`src/rtl/vga_pkg.sv`:
```
// Shared 640x480@60 timing constants and small types used by the VGA
// timing controller. Optional macro used elsewhere: VGA_FRAME_COUNT_EN.
package vga_pkg;

    // Default 640x480@60 timing, in pixels (horizontal) and lines (vertical)
    localparam int H_DISPLAY_DEF = 640;
    localparam int H_FP_DEF      = 16;
    localparam int H_SYNC_DEF    = 96;
    localparam int H_BP_DEF      = 48;
    localparam int V_DISPLAY_DEF = 480;
    localparam int V_FP_DEF      = 10;
    localparam int V_SYNC_DEF    = 2;
    localparam int V_BP_DEF      = 33;

    localparam int H_TOTAL = H_DISPLAY_DEF + H_FP_DEF + H_SYNC_DEF + H_BP_DEF;
    localparam int V_TOTAL = V_DISPLAY_DEF + V_FP_DEF + V_SYNC_DEF + V_BP_DEF;

    // Raster coordinate and 3-bit colour
    typedef logic [9:0] coord_t;
    typedef logic [2:0] rgb3_t;

endpackage

```
`src/rtl/vga_pixel_div.sv`:
```
// Pixel-rate divider: produces a registered one-clock pixel_tick once
// every CLK_DIV system clocks (every clock when CLK_DIV is 1).
module vga_pixel_div
    import vga_pkg::*;
#(
    parameter int CLK_DIV = 2
) (
    input  logic clk_i,
    input  logic rst_ni,
    output logic pixel_tick_o
);

    // A one-bit counter is kept even for CLK_DIV=1; it then never leaves 0.
    localparam int CW = (CLK_DIV > 1) ? $clog2(CLK_DIV) : 1;
    localparam logic [CW-1:0] DIV_LAST = CW'(CLK_DIV - 1);

    logic [CW-1:0] div_q, div_d;
    logic          tick_q, tick_d;

    // Next divider value and tick: tick follows the cycle where divider is at its last count
    always_comb begin
        div_d  = (div_q == DIV_LAST) ? '0 : div_q + 1'b1;
        tick_d = (div_q == DIV_LAST);
    end

    // Divider and tick registers
    always_ff @(posedge clk_i or negedge rst_ni) begin
        if (!rst_ni) begin
            div_q  <= '0;
            tick_q <= 1'b0;
        end else begin
            div_q  <= div_d;
            tick_q <= tick_d;
        end
    end

    assign pixel_tick_o = tick_q;

endmodule

```
`src/rtl/vga_sync_ctrl.sv`:
```
// VGA timing controller: pixel enable, raster counters for the colour
// source, blanked registered colour and sync outputs aligned to it.
// Optional macro VGA_FRAME_COUNT_EN adds an 8-bit FrameCount output.
module vga_sync_ctrl
    import vga_pkg::*;
#(
    parameter int CLK_DIV   = 2,
    parameter int H_DISPLAY = H_DISPLAY_DEF,
    parameter int H_FP      = H_FP_DEF,
    parameter int H_SYNC    = H_SYNC_DEF,
    parameter int H_BP      = H_BP_DEF,
    parameter int V_DISPLAY = V_DISPLAY_DEF,
    parameter int V_FP      = V_FP_DEF,
    parameter int V_SYNC    = V_SYNC_DEF,
    parameter int V_BP      = V_BP_DEF
) (
    input  logic       clk,
    input  logic       reset_n,
    output logic [9:0] HCount,
    output logic [9:0] VCount,
    input  logic [2:0] rgb_in,
    output logic [2:0] rgb_out,
    output logic       hsync,
    output logic       vsync,
    output logic       video_on,
    output logic       pixel_tick,
`ifdef VGA_FRAME_COUNT_EN
    output logic [7:0] FrameCount,
`endif
    output logic       frame_start
);

    localparam int H_TOT = H_DISPLAY + H_FP + H_SYNC + H_BP;
    localparam int V_TOT = V_DISPLAY + V_FP + V_SYNC + V_BP;

    // Decode boundaries as 10-bit constants so comparisons stay width-clean
    localparam coord_t H_LAST   = coord_t'(H_TOT - 1);
    localparam coord_t V_LAST   = coord_t'(V_TOT - 1);
    localparam coord_t H_VIS    = coord_t'(H_DISPLAY);
    localparam coord_t V_VIS    = coord_t'(V_DISPLAY);
    localparam coord_t H_SYNC_S = coord_t'(H_DISPLAY + H_FP);
    localparam coord_t H_SYNC_E = coord_t'(H_DISPLAY + H_FP + H_SYNC);
    localparam coord_t V_SYNC_S = coord_t'(V_DISPLAY + V_FP);
    localparam coord_t V_SYNC_E = coord_t'(V_DISPLAY + V_FP + V_SYNC);

    logic   tick;
    coord_t h_q, h_d;
    coord_t v_q, v_d;
    rgb3_t  rgb_q, rgb_d;
    logic   hs_q, hs_d;
    logic   vs_q, vs_d;
    logic   fs_q;
    logic   wrap;
    logic   vis;
    logic   hs0;
    logic   vs0;

    vga_pixel_div #(
        .CLK_DIV(CLK_DIV)
    ) u_div (
        .clk_i       (clk),
        .rst_ni      (reset_n),
        .pixel_tick_o(tick)
    );

    // Stage-0 decode from the current counter values
    always_comb begin
        vis  = (h_q < H_VIS) && (v_q < V_VIS);
        hs0  = !((h_q >= H_SYNC_S) && (h_q < H_SYNC_E));
        vs0  = !((v_q >= V_SYNC_S) && (v_q < V_SYNC_E));
        wrap = tick && (h_q == H_LAST) && (v_q == V_LAST);
    end

    // Raster counter next-state: advance on pixel ticks, wrap line then frame
    always_comb begin
        h_d = h_q;
        v_d = v_q;
        if (tick) begin
            if (h_q == H_LAST) begin
                h_d = '0;
                v_d = (v_q == V_LAST) ? '0 : v_q + 1'b1;
            end else begin
                h_d = h_q + 1'b1;
            end
        end
    end

    // Output stage next-state: colour is forced to black outside the visible
    // area so an undriven rgb_in during blanking never reaches the pins
    always_comb begin
        rgb_d = rgb_q;
        hs_d  = hs_q;
        vs_d  = vs_q;
        if (tick) begin
            rgb_d = vis ? rgb_in : 3'b000;
            hs_d  = hs0;
            vs_d  = vs0;
        end
    end

    // Counter, output-stage and frame pulse registers
    always_ff @(posedge clk or negedge reset_n) begin
        if (!reset_n) begin
            h_q   <= '0;
            v_q   <= '0;
            rgb_q <= 3'b000;
            hs_q  <= 1'b1;
            vs_q  <= 1'b1;
            fs_q  <= 1'b0;
        end else begin
            h_q   <= h_d;
            v_q   <= v_d;
            rgb_q <= rgb_d;
            hs_q  <= hs_d;
            vs_q  <= vs_d;
            fs_q  <= wrap;
        end
    end

`ifdef VGA_FRAME_COUNT_EN
    logic [7:0] frame_cnt_q;

    // Frame counter advances on the same edge that raises frame_start
    always_ff @(posedge clk or negedge reset_n) begin
        if (!reset_n) begin
            frame_cnt_q <= 8'd0;
        end else if (wrap) begin
            frame_cnt_q <= frame_cnt_q + 8'd1;
        end
    end

    assign FrameCount = frame_cnt_q;
`endif

    assign HCount      = h_q;
    assign VCount      = v_q;
    assign video_on    = vis;
    assign pixel_tick  = tick;
    assign rgb_out     = rgb_q;
    assign hsync       = hs_q;
    assign vsync       = vs_q;
    assign frame_start = fs_q;

endmodule

```
`config.mk`:
```
export PLATFORM = sky130hd
export DESIGN_NAME = vga_sync_ctrl
export DESIGN_NICKNAME = d
export VERILOG_FILES = /design/src/rtl/vga_pkg.sv /design/src/rtl/vga_pixel_div.sv /design/src/rtl/vga_sync_ctrl.sv
export SDC_FILE = /design/constraint.sdc
export NUM_CORES = 1
export LEC_CHECK = 0
export BUFFER_PORTS_ARGS = -buffer_cell sky130_fd_sc_hd__buf_2
export CAP_MARGIN = 20
export CORE_MARGIN = 5
export CORE_UTILIZATION = 35
export CTS_CLUSTER_DIAMETER = 120
export DETAILED_ROUTE_END_ITERATION = 10
export PLACE_DENSITY_LB_ADDON = 0.05
export SLEW_MARGIN = 20
export SYNTH_ARGS = -nofsm -noshare
export SYNTH_HDL_FRONTEND = slang
export SYNTH_HIERARCHICAL = 1
export SYNTH_SLANG_ARGS = --single-unit
```
`constraint.sdc`:
```
create_clock -name clk -period 1.8 [get_ports clk]
set_input_delay 0.09 -clock clk [delete_from_list [all_inputs] [get_ports clk]]
set_output_delay 0.09 -clock clk [all_outputs]
set_load 0.01 [all_outputs]
```
Word-level counts from Yosys, hierarchy flattened
Cells that the tools add are included.
{"block": "totals", "ram_bits": 0, "latch_bits": 0, "n_memories": 0, "out_inout_bits": 28, "word_cells": 31, "mem_bits_ro": 0, "in_bits": 5, "regBits": 28}
{"block": "classes", "n_mul": 0, "magnitude_cmp": 6, "shift": 0, "n_reduce_logical": 8, "n_eq_ne": 2, "n_bitwise": 0, "add_sub_neg": 3, "muxes": 4, "div": 0}
{"op": "adder 10 x 1 -> 10 bit, second input constant", "n": 2}
{"op": "== test 10 bit, second input constant", "n": 2}
{"op": "< comparator 10 bit, second input constant", "n": 2}
{"op": "< comparator 10 x 9 -> 1 bit, second input constant", "n": 2}
{"op": "two-way mux 10 bit", "n": 2}
{"op": ">= comparator 10 bit, second input constant", "n": 1}
{"op": ">= comparator 10 x 9 -> 1 bit, second input constant", "n": 1}
{"op": "logical AND 1 bit", "n": 5}
{"op": "two-way mux 3 bit", "n": 1}
{"op": "zero test 1 bit", "n": 2}
{"op": "AND reduction 2 bit", "n": 1}
{"op": "adder 1 bit, second input constant", "n": 1}
{"op": "two-way mux 1 bit", "n": 1}

Longest topological paths before layout
{"block": "logic_depth", "ltp_word": 3, "ltp_mapped": 6, "mapped_depth_nobuf": 6}

By module
The synthesis kept the hierarchy.
{"module": "vga_sync_ctrl", "n_inst": 1, "cells_per_inst": 141, "area_per_inst_um2": 1326.3, "seq_area_each_um2": 653.1}
{"module": "vga_pixel_div", "n_inst": 1, "cells_per_inst": 3, "area_per_inst_um2": 53.8, "seq_area_each_um2": 50.0}

Least setup slack after synthesis
OpenSTA, ideal clock, no wires.
{"block": "synth_timing", "kind": "register -> register", "from": "register h_q[0], in the netlist HCount[0]", "to": "register v_q[3], in the netlist VCount[3]", "setup_ns": 0.083, "arrival_time_ns": 1.926, "setup_slack_ns": -0.209, "synth_period_minus_slack_ns": 2.009, "path_stages_with_launch": 7, "n_path_buf": 1, "required_time_ns": 1.717, "path_cell_list": "dfrtp_1 -> ha_1 -> nand4b_1 -> or4_1 -> clkbuf_2 -> or4_1 -> o21ai_0"}
{"block": "synth_via", "elab_chain_cells": 2}
{"item": "start: declaration", "line": "vga_sync_ctrl.sv:47", "source": "coord_t h_q, h_d;"}
{"item": "start signal: assignment", "line": "vga_sync_ctrl.sv:104", "source": "h_q <= '0;"}
{"item": "start signal: assignment", "line": "vga_sync_ctrl.sv:111", "source": "h_q <= h_d;"}
{"item": "== test 10 bit", "line": "vga_sync_ctrl.sv:79", "source": "if (h_q == H_LAST) begin"}
{"item": "AND reduction 2 bit (no source line)"}
{"item": "end signal: assignment", "line": "vga_sync_ctrl.sv:112", "source": "v_q <= v_d;"}
{"item": "end: declaration", "line": "vga_sync_ctrl.sv:48", "source": "coord_t v_q, v_d;"}
No other way between the ends.
A chain may end at the register's enable or synchronous reset.

Worst setup path after layout
{"block": "layout_timing", "from": "register h_q[1], in the netlist HCount[1]", "to": "register v_q[3], in the netlist VCount[3]"}
The elaborated chain is that of the path after synthesis.

==> impl_metrics.env <==
export IMPL_io_pins=33
export IMPL_outcome="finished clean"
export IMPL_timing_critical_path_arrival_ns=1.91
export IMPL_cts_tree="done"
export IMPL_grt_overflow_total=0
export IMPL_grt_start_max_net_pins=29
export IMPL_final_cell_mix="sky130_fd_sc_hd__buf_2, sky130_fd_sc_hd__dfrtp_1, sky130_fd_sc_hd__buf_4"
export IMPL_regArea_sq_um=703
export IMPL_cts_clk_slew_worst_paths_ns=0.10
export IMPL_netlist_area_sq_mm=0.00138
export IMPL_vdd_ir_drop_worst_mv=0.282
export IMPL_place_inst=239
export IMPL_numClockSinks=28
export IMPL_rsz_0062_raised_after_global_routing="true"
export IMPL_detail_route_wirelength_mm=3.42
export IMPL_power_density_cell_area_mw_per_mm2=573
export IMPL_placementRows=22
export IMPL_power_total_mw=1.05
export IMPL_via_per_inst=4.99
export IMPL_detailedRoute_firstIterationViolations=65
export IMPL_yosys_area_share_xor_xnor=0.0571
export IMPL_timing_hold_violations_final=0
export IMPL_highest_clock_rate_mhz=586
export IMPL_timing_final_crit_share=0.948
export IMPL_minimum_period_implied_by_the_final_worst_setup_slack_ns=1.71
export IMPL_ys_types=33
export IMPL_layout_commonest_cell="sky130_fd_sc_hd__buf_2"
export IMPL_place_port_buffers=32
export IMPL_synth_seq_cells=28
export IMPL_globalRouteTotalUtil=0.139
export IMPL_final_max_slew_violation_count=0
export IMPL_insertedDiodeCount=0
export IMPL_postSynthAreaPerCell_sq_um=9.58
export IMPL_yosys_warnings=6
export IMPL_die_x_extent_microns=72.8
export IMPL_ctsRootBufferMaster="sky130_fd_sc_hd__clkbuf_8"
export IMPL_largest_family_of_logic_cells_by_synthesized_area="simple AND/OR/NAND/NOR gates"
export IMPL_timing_final_setup_violations=0
export IMPL_fin_setup_tns_ns=0
export IMPL_finish_cell_count_without_fillers=246
export IMPL_syn_num_nets=153
export IMPL_cts_buffers=3
export IMPL_worst_skew_late_latency_ns=0.27
export IMPL_design_core_area_sq_mm=0.00374
export IMPL_p_leak_nw=0.898
export IMPL_die_height_microns=72.8
export IMPL_grt_antenna_before_repair=0
export IMPL_critical_path_max_fanout=4
export IMPL_synth_async_sr_flop_share=1.00
export IMPL_clock_skew_ns=0.00661
export IMPL_post_route_cells_drive_above_1_share=0.333
export IMPL_gp_routability_congestion=0.831
export IMPL_post_drt_wl_per_cell_microns=13.9
export IMPL_start_util=0.369
export IMPL_drcViolationCount=0
export IMPL_nFillCells=387
export IMPL_synth_compound_gate_area_share=0.0898
export IMPL_first_global_vias=1268
export IMPL_max_cap_violations=0
export IMPL_post_synth_and_or_nand_nor_area_fraction=0.242
export IMPL_dpl_cell_area_sq_mm=0.00173
export IMPL_nets=208
export IMPL_synth_edff_count=0
export IMPL_synthToLayoutAreaGrowth_pct=32.6
export IMPL_die_area_sq_mm=0.00530
export IMPL_critical_path_class="flop to flop"
export IMPL_first_pass_grt_wire_length_mm=5.87
export IMPL_drt_pass_1_iters=4
export IMPL_drt_antenna_violating_nets=0
export IMPL_timing_slew_headroom=0.570
export IMPL_syn_instance_count=144
export IMPL_cp_data_required_time_ns=2.00
export IMPL_min_path_type="input port to flop"
export IMPL_dp_final_hpwl_mm=2.54
export IMPL_critical_path_endpoint_type="flop"
export IMPL_multiInputGateArea_sq_um=628
export IMPL_synthFlopType="sky130_fd_sc_hd__dfrtp_1"
export IMPL_post_route_cell_area_sq_mm=0.00183
export IMPL_share_of_cell_area_taken_by_muxes_after_synthesis=0.0145
export IMPL_tightestPinTransition_ns=0.645
export IMPL_htree_num_levels=1
export IMPL_clk_path_buf_depth=2
export IMPL_timing_critical_path_from_type="flop"
export IMPL_post_synthesis_share_of_cell_area_spent_on_full_adders_half_adders_and_majority_gates=0.0363
export IMPL_num_vias=1227
export IMPL_yosysSeqAreaShare=0.510
layout make-up:
| class | instances | share of cell area |
|---|---|---|
| tap | 48 | 0.0328 |
| multi-input combinational | 98 | 0.343 |
| inverter | 13 | 0.0267 |
| timing repair buffer | 55 | 0.183 |
| clock buffer | 4 | 0.0301 |
| sequential | 28 | 0.384 |
cells by family after synthesis:
group / count (synthesis)
compound gates: 21
xor+xnor: 9
fa+ha+maj: 4
buf+inv: 18
flops: 28
mux: 2
simple gates: 62
layer usage:
metal	global-route usage	up-vias	part of all wire
met2	0.220	33	0.43
met1	0.195	577	0.51
met4	0.0369	0	0.0056
met3	0.0234	2	0.054
met5	0	-	0
li1	-	615	-
Yosys cell counts, types with 2 or more instances:
master                      instances  area share
sky130_fd_sc_hd__nand2_1           13       0.035
sky130_fd_sc_hd__o22ai_1            6       0.027
sky130_fd_sc_hd__a21oi_1            5       0.018
sky130_fd_sc_hd__nand3_1            7       0.025
sky130_fd_sc_hd__inv_1             13       0.035
sky130_fd_sc_hd__nor3_1             2      0.0073
sky130_fd_sc_hd__dfrtp_1           26        0.47
sky130_fd_sc_hd__dfstp_2            2       0.038
sky130_fd_sc_hd__nor3b_1            2       0.011
sky130_fd_sc_hd__o21ai_0            6       0.022
sky130_fd_sc_hd__clkbuf_1           2      0.0054
sky130_fd_sc_hd__nor2_1             9       0.024
sky130_fd_sc_hd__nand2b_1           3       0.014
sky130_fd_sc_hd__and3_1             5       0.023
sky130_fd_sc_hd__ha_1               4       0.036
sky130_fd_sc_hd__o2bb2ai_1          2       0.013
sky130_fd_sc_hd__or4_1              2       0.011
sky130_fd_sc_hd__mux2i_1            2       0.015
sky130_fd_sc_hd__xnor2_1            8       0.051
sky130_fd_sc_hd__nand4_1            7       0.032
sky130_fd_sc_hd__and2_1             2      0.0091
sky130_fd_sc_hd__nor4_1             5       0.023
critical path: stages, from the launching register on:
cell,delay [ns]
sky130_fd_sc_hd__dfrtp_1,0.37
sky130_fd_sc_hd__ha_2,0.18
sky130_fd_sc_hd__nand4b_1,0.12
sky130_fd_sc_hd__or4_4,0.46
sky130_fd_sc_hd__or4_1,0.43
sky130_fd_sc_hd__o21ai_2,0.07
worst paths after layout:
check                             from                 end  slack [ns]  depth (start not counted)
max                          HCount[1]           VCount[3]        0.09                          5
min in group asynchronous      reset_n          rgb_out[0]        0.37                          2
max reg2reg                  HCount[1]           VCount[3]        0.09                          5
max in group asynchronous      reset_n           VCount[4]        1.02                          2
min reg2reg                u_div/div_q  u_div/pixel_tick_o        0.39                          0
min                          rgb_in[1]          rgb_out[1]        0.06                          3
report_power, final:
| group | switching [mW] | internal (mW) | leakage (nW) |
|---|---|---|---|
| sequential | 0.00150 | 0.632 | 0.363 |
| combinational | 0.0181 | 0.00862 | 0.506 |
| clock | 0.192 | 0.196 | 0.0288 |
| total | 0.212 | 0.836 | 0.898 |
through the flow:
stage	worst slack [ns]	utilization	hold WS (ns)
floorplan	-0.0660	-	-0.206
global placement	0.108	0.463	0.147
detailed placement	0.0569	0.463	0.158
CTS	0.0176	0.480	0.0522
global route	-0.0154	0.489	0.0667
finish	0.0940	0.489	0.0590
flip-flops by register name, indices dropped and copies added (netlist names):
register,count
frame_start,1
u_div/div_q,1
hsync,1
vsync,1
VCount,10
rgb_out,3
u_div/pixel_tick_o,1
HCount,10
repair_timing:
action / 4_1_cts / 5_1_grt
resized for setup: 0 / 5
hold buffers: 1 / 0
setup endpoints to repair: 0 / 10
setup buffers: 0 / 2
endpoints found under the hold margin: 26 / 0
Note: power is estimated with default switching activity, not from simulation.
